$ cat config.mk
export PLATFORM = sky130hd
export DESIGN_NAME = sb_coinc_trigger
export DESIGN_NICKNAME = d
export VERILOG_FILES = /design/src/rtl/sb_coinc_trigger.sv
export SDC_FILE = /design/constraint.sdc
export NUM_CORES = 1
export LEC_CHECK = 0
export BUFFER_PORTS_ARGS = -buffer_cell sky130_fd_sc_hd__clkbuf_2
export CORE_MARGIN = 1
export CORE_UTILIZATION = 46
export DETAILED_ROUTE_END_ITERATION = 8
export HOLD_SLACK_MARGIN = 0.15
export PLACE_DENSITY = 0.69
export SYNTH_ARGS = -nofsm -noshare
export SYNTH_HDL_FRONTEND = slang
export SYNTH_SLANG_ARGS = --single-unit
$ cat constraint.sdc
create_clock -name CLK -period 6 [get_ports CLK]
set_input_delay 1.5 -clock CLK [delete_from_list [all_inputs] [get_ports CLK]]
set_output_delay 1.5 -clock CLK [all_outputs]
set_load 0.01 [all_outputs]
$ cat src/rtl/sb_coinc_trigger.sv
`default_nettype none
// ============================================================================
//  Module      : sb_coinc_trigger
//  Description : Three-channel threshold discriminator with an N-of-3
//                coincidence, an edge-triggered one-clock TRIG, a holdoff /
//                re-arm state machine and a saturating trigger counter.
//  Revision    : 1.0  initial release
// ============================================================================
module sb_coinc_trigger #(
    parameter int ADC_WIDTH = 12,
    parameter int HOLDOFF   = 8,
    parameter int CNT_WIDTH = 24
) (
    input  logic                 CLK,
    input  logic                 RST,
    input  logic                 ENABLE,
    input  logic [ADC_WIDTH-1:0] ADC0,
    input  logic [ADC_WIDTH-1:0] ADC1,
    input  logic [ADC_WIDTH-1:0] ADC2,
    input  logic [ADC_WIDTH-1:0] THRES0,
    input  logic [ADC_WIDTH-1:0] THRES1,
    input  logic [ADC_WIDTH-1:0] THRES2,
    input  logic [2:0]           PMT_MASK,
    input  logic [1:0]           COINC_LEVEL,
    input  logic                 CLR_COUNT,
    output logic                 TRIG,
    output logic [2:0]           TRIG_PMTS,
    output logic [CNT_WIDTH-1:0] TRIG_COUNT,
    output logic                 BUSY
);

    localparam int                   c_HO_W    = (HOLDOFF > 1) ? $clog2(HOLDOFF) : 1;
    localparam logic [c_HO_W-1:0]    c_HO_LOAD = c_HO_W'(HOLDOFF - 1);
    localparam logic [c_HO_W-1:0]    c_HO_ONE  = c_HO_W'(1);
    localparam logic [CNT_WIDTH-1:0] c_CNT_ONE = CNT_WIDTH'(1);

    localparam logic [0:0] c_ST_ARMED = 1'b0;
    localparam logic [0:0] c_ST_HOLD  = 1'b1;

    logic [ADC_WIDTH-1:0] w_adc [3];
    logic [ADC_WIDTH-1:0] w_thr [3];

    assign w_adc[0] = ADC0;
    assign w_adc[1] = ADC1;
    assign w_adc[2] = ADC2;
    assign w_thr[0] = THRES0;
    assign w_thr[1] = THRES1;
    assign w_thr[2] = THRES2;

    // Stage 1: input capture
    logic [ADC_WIDTH-1:0] r_adc [3];
    logic [ADC_WIDTH-1:0] r_thr [3];
    logic [2:0]           r_mask1;
    logic [1:0]           r_level1;

    always_ff @(posedge CLK or posedge RST) begin
        if (RST) begin
            for (int i = 0; i < 3; i++) begin
                r_adc[i] <= '0;
                r_thr[i] <= '0;
            end
            r_mask1  <= '0;
            r_level1 <= '0;
        end else begin
            for (int i = 0; i < 3; i++) begin
                r_adc[i] <= w_adc[i];
                r_thr[i] <= w_thr[i];
            end
            r_mask1  <= PMT_MASK;
            r_level1 <= COINC_LEVEL;
        end
    end

    // Stage 2: strict unsigned per-channel discrimination
    logic [2:0] w_over;

    for (genvar gi = 0; gi < 3; gi++) begin : g_chan
        assign w_over[gi] = (r_adc[gi] > r_thr[gi]) & r_mask1[gi];
    end

    logic [2:0] r_over2;
    logic [1:0] r_level2;

    always_ff @(posedge CLK or posedge RST) begin
        if (RST) begin
            r_over2  <= '0;
            r_level2 <= '0;
        end else begin
            r_over2  <= w_over;
            r_level2 <= r_level1;
        end
    end

    // Stage 3: multiplicity; the over pattern travels alongside coinc
    logic [1:0] w_pop;
    logic       w_coinc;

    assign w_pop   = 2'(r_over2[0]) + 2'(r_over2[1]) + 2'(r_over2[2]);
    assign w_coinc = (r_level2 != 2'd0) && (w_pop >= r_level2);

    logic       r_coinc3;
    logic [2:0] r_over3;
    logic       r_coinc_prev;

    always_ff @(posedge CLK or posedge RST) begin
        if (RST) begin
            r_coinc3     <= 1'b0;
            r_over3      <= '0;
            r_coinc_prev <= 1'b0;
        end else begin
            r_coinc3     <= w_coinc;
            r_over3      <= r_over2;
            r_coinc_prev <= r_coinc3;
        end
    end

    logic w_rise;
    assign w_rise = r_coinc3 & ~r_coinc_prev;

    // FSM: state register
    logic [0:0]        r_state;
    logic [0:0]        w_state_nxt;
    logic [c_HO_W-1:0] r_hold_cnt;
    logic [c_HO_W-1:0] w_hold_nxt;

    always_ff @(posedge CLK or posedge RST) begin
        if (RST) begin
            r_state    <= c_ST_ARMED;
            r_hold_cnt <= '0;
        end else begin
            r_state    <= w_state_nxt;
            r_hold_cnt <= w_hold_nxt;
        end
    end

    // FSM: next state; re-arm needs both the holdoff expired and coinc low
    always_comb begin
        w_state_nxt = r_state;
        w_hold_nxt  = r_hold_cnt;
        if (!ENABLE) begin
            w_state_nxt = c_ST_ARMED;
            w_hold_nxt  = '0;
        end else begin
            case (r_state)
                c_ST_ARMED: begin
                    if (w_rise) begin
                        w_state_nxt = c_ST_HOLD;
                        w_hold_nxt  = c_HO_LOAD;
                    end
                end
                c_ST_HOLD: begin
                    if (r_hold_cnt != '0) begin
                        w_hold_nxt = r_hold_cnt - c_HO_ONE;
                    end else if (!r_coinc3) begin
                        w_state_nxt = c_ST_ARMED;
                    end
                end
                default: begin
                    w_state_nxt = c_ST_ARMED;
                    w_hold_nxt  = '0;
                end
            endcase
        end
    end

    // FSM: outputs
    logic w_fire;
    logic w_busy;

    always_comb begin
        w_fire = 1'b0;
        w_busy = 1'b0;
        case (r_state)
            c_ST_ARMED: w_fire = ENABLE & w_rise;
            c_ST_HOLD:  w_busy = 1'b1;
            default:    w_busy = 1'b0;
        endcase
    end

    assign BUSY = w_busy;

    logic                 r_trig;
    logic [2:0]           r_trig_pmts;
    logic [CNT_WIDTH-1:0] r_count;

    always_ff @(posedge CLK or posedge RST) begin
        if (RST) begin
            r_trig      <= 1'b0;
            r_trig_pmts <= '0;
        end else begin
            r_trig <= w_fire;
            if (w_fire) begin
                r_trig_pmts <= r_over3;
            end
        end
    end

    // Clear wins over a same-cycle increment; the count sticks at all-ones
    always_ff @(posedge CLK or posedge RST) begin
        if (RST) begin
            r_count <= '0;
        end else if (CLR_COUNT) begin
            r_count <= '0;
        end else if (w_fire && (r_count != {CNT_WIDTH{1'b1}})) begin
            r_count <= r_count + c_CNT_ONE;
        end
    end

    assign TRIG       = r_trig;
    assign TRIG_PMTS  = r_trig_pmts;
    assign TRIG_COUNT = r_count;

endmodule
`default_nettype wire

==> results.cfg <==
[final_layout]
fin_area_sq_mm = 0.006115
num_antenna_cells = 0
num-nets-final = 648
multiInputGateArea_sq_mm = 0.001705
num-fill-cells = 873
layout.area.seq_sq_mm = 0.002978
area_growth_pct = 24.99
drive_above_1_share_pct = 28.49

[synth]
seq_area_frac_synth_pct = 60.87
syn_area_sq_mm = 0.004892
synth_flop_cell = dfrtp_1
synth_nets = 525
yosysMostFrequentCell = dfrtp_1
syn_avg_cell_area_sq_um = 12.17
ys_warn_count = 0
netlist_instances = 402
synth_top_area_cell = dfrtp_1
synth_edf_count = 0
synth_seq_cells = 119
netlist.area_leader.share_pct = 60.87
synthArstFlopShare_pct = 100.0
ys_types = 48
ys_top_cells_by_count = dfrtp_1 (119), inv_1 (46), ha_1 (41)
synth_area_leaders = dfrtp_1 (61%), ha_1 (10%), inv_1 (3.5%)

[global_routing]
overflow = 0
grt_max_degree = 75
grt_usage_pct = 18.38
grt_pass1_wl_microns = 15810
antenna_found_initial = 0
grt_pass1_vias = 3457

[die]
dieArea_sq_mm = 0.01105
die_w_microns = 105.1
placementRows = 37
core_area_sq_mm = 0.01032
pin_count = 110
dieHeight_microns = 105.1
start_util_pct = 47.39

[timing]
finalHoldViolCount = 0
maxSlewHeadroom_pct = 43.01
timing.setup.tns_ps = 0
period_share_pct = 46.86
maxSlewViolCount = 0
fin_skew_ps = 13.90
rsz0062_at_grt = false
finalSetupViolCount = 0
clock.fmax_ghz = 0.3557
post-route-min-period_ps = 2812
tightest_slew_ps = 854.9

[pwr]
leakage_nw = 3.104
p_sw_mw = 0.4599
p_clk_share_pct = 46.2
pwr-share-seq_pct = 45.4
swShare_pct = 23.87
powerDensity_mw_per_mm2 = 315.1
power.internal_mw = 1.467
ir_drop_v = 0.0001819
power_frac_comb_pct = 8.4

[drt]
dr.pass1.iters = 4
via_per_inst = 5.010
postRouteAntennaNets = 0
drt_iter0_drc = 119
wirelength_microns = 9047
drc_errors = 0
vias = 3372
wl_per_cell_microns = 13.44

[job]
maxCapViolations = 0

[worst_setup_path]
critPathLaunchType = primary input
crit_family = simple AND/OR/NAND/NOR gates
crit_slowest_cell = a2111o_1
critPathKind = in -> reg
cp.arrival_ps = 3210
timing.critical_path.slowest_cell_delay_ps = 450
worst-path-max-fanout = 7
path_buf_inv = 2
end_kind = flop
path_cells = clkbuf_2, nand4bb_1, clkinv_2, nand2_2, a2111o_1, or3_1, a21oi_1
required_ps = 6400

[placement]
placed_cell_area_sq_mm = 0.005587
dp_hpwl_microns = 6570
io_buffers = 109
routabilityCongestion = 0.7269

[run_status]
run_status = finished clean

[cts]
clk_pin_slew_ps = 50
clock_sinks = 119
cts_resized = 0
cts.htree.levels = 4
clk_path_buf_depth = 2
hold_buffers = 0
numCtsBuffers = 17
cts_setup_buffers = 0
clkLatencyLatePin_ps = 500
cts_root_buf = clkbuf_8
cts_tree = done

[hold_path]
hp-class = reg -> reg
## metal layers
layer	routed length, microns	track usage, %
met5	0	0
met4	91	6.740
met3	499	5.739
met2	4490	29.75
met1	3966	23.23
## cell families (layout without fill, tap and decap cells)
kind of cell	Yosys count	count (layout)	synth area share (%)
DFF	119	119	60.87
adders and majority gates	42	42	10.90
xor gates and xnor gates	7	7	1.253
muxes	5	5	1.100
AOI/OAI and AO/OA	66	66	9.105
buffers and inverters	53	188	4.271
and+or+nand+nor	110	110	12.51
## worst reg2reg max path: cells and delay by family (launching register included)
kind	cells	cell delay [ps]
mux	1	340
flops	1	400
simple gates	3	670
compound gates	1	850
## flip-flops by register name (all words and copies together) (netlist names), 3 cells and up
signal	cells
r_thr	36
r_adc	36
r_over2	3
r_hold_cnt	3
r_mask1	3
TRIG_COUNT	24
r_over3	3
TRIG_PMTS	3
## cell usage in the layout, fill, tap and decap left out, drive strengths merged, types with 2 or more instances in the layout
master    count
nand4        16
a21oi        25
mux2          3
ha           41
clkinv        7
or4           3
inv          47
or3           8
clkbuf      128
o211a         3
and3          2
a2111oi       4
a31oi         2
nand3        18
o211ai        4
nand2        23
xnor2         3
nand2b        4
o31ai         6
dfrtp       119
mux2i         2
nor3          2
clkinvlp      4
nor2b         6
xor2          4
nor2         19
a211oi        3
a21o          3
o21ai        10
and4          5
## final cells by class
type	instances	share of cell area, %
well taps	136	2.783
clock inverters	12	1.739
repair buffers	110	9.044
multi-input cells	230	27.89
inverters	47	2.947
clock buffers	19	6.896
flip-flops and latches	119	48.70
## power groups by stage
stage / combinational, mW / clock [mW] / sequential, mW
2_1_floorplan: 0.0991 / 0 / 0.887
3_3_place_gp: 0.158 / 0 / 0.887
3_5_place_dp: 0.164 / 0 / 0.888
4_1_cts: 0.166 / 0.911 / 0.875
5_1_grt: 0.191 / 0.953 / 0.879
6_report: 0.162 / 0.891 / 0.874
## worst paths after layout
path / startpoint / slack, ps / to / cells past startpoint
hold reg to reg: r_level1[0] / 350 / r_level2[0] / 0
hold / removal: r_level1[0] / 350 / r_level2[0] / 0
setup reg to reg: TRIG_COUNT[20] / 3640 / TRIG_COUNT[15] / 5
max in group asynchronous: RST / 3710 / r_over3[0] / 3
min in group asynchronous: RST / 1160 / r_adc[18] / 2
setup / recovery: ENABLE / 3190 / TRIG_COUNT[23] / 7
## per-stage QoR
step / setup slack [ps] / cells / util [%] / power, mW / hold WS, ps
global route: 3048 / 673 / 59.23 / 2.023 / 362.3
global placement: 2781 / 642 / 54.11 / 1.045 / 334.1
floorplan: 1343 / 402 / - / 0.9856 / 331.2
CTS: 3189 / 673 / 59.23 / 1.952 / 357.2
finish: 3188 / 673 / 59.23 / 1.927 / 352.0
detailed placement: 2740 / 642 / 54.11 / 1.053 / 341.7
(Power assumes the default switching activity.)
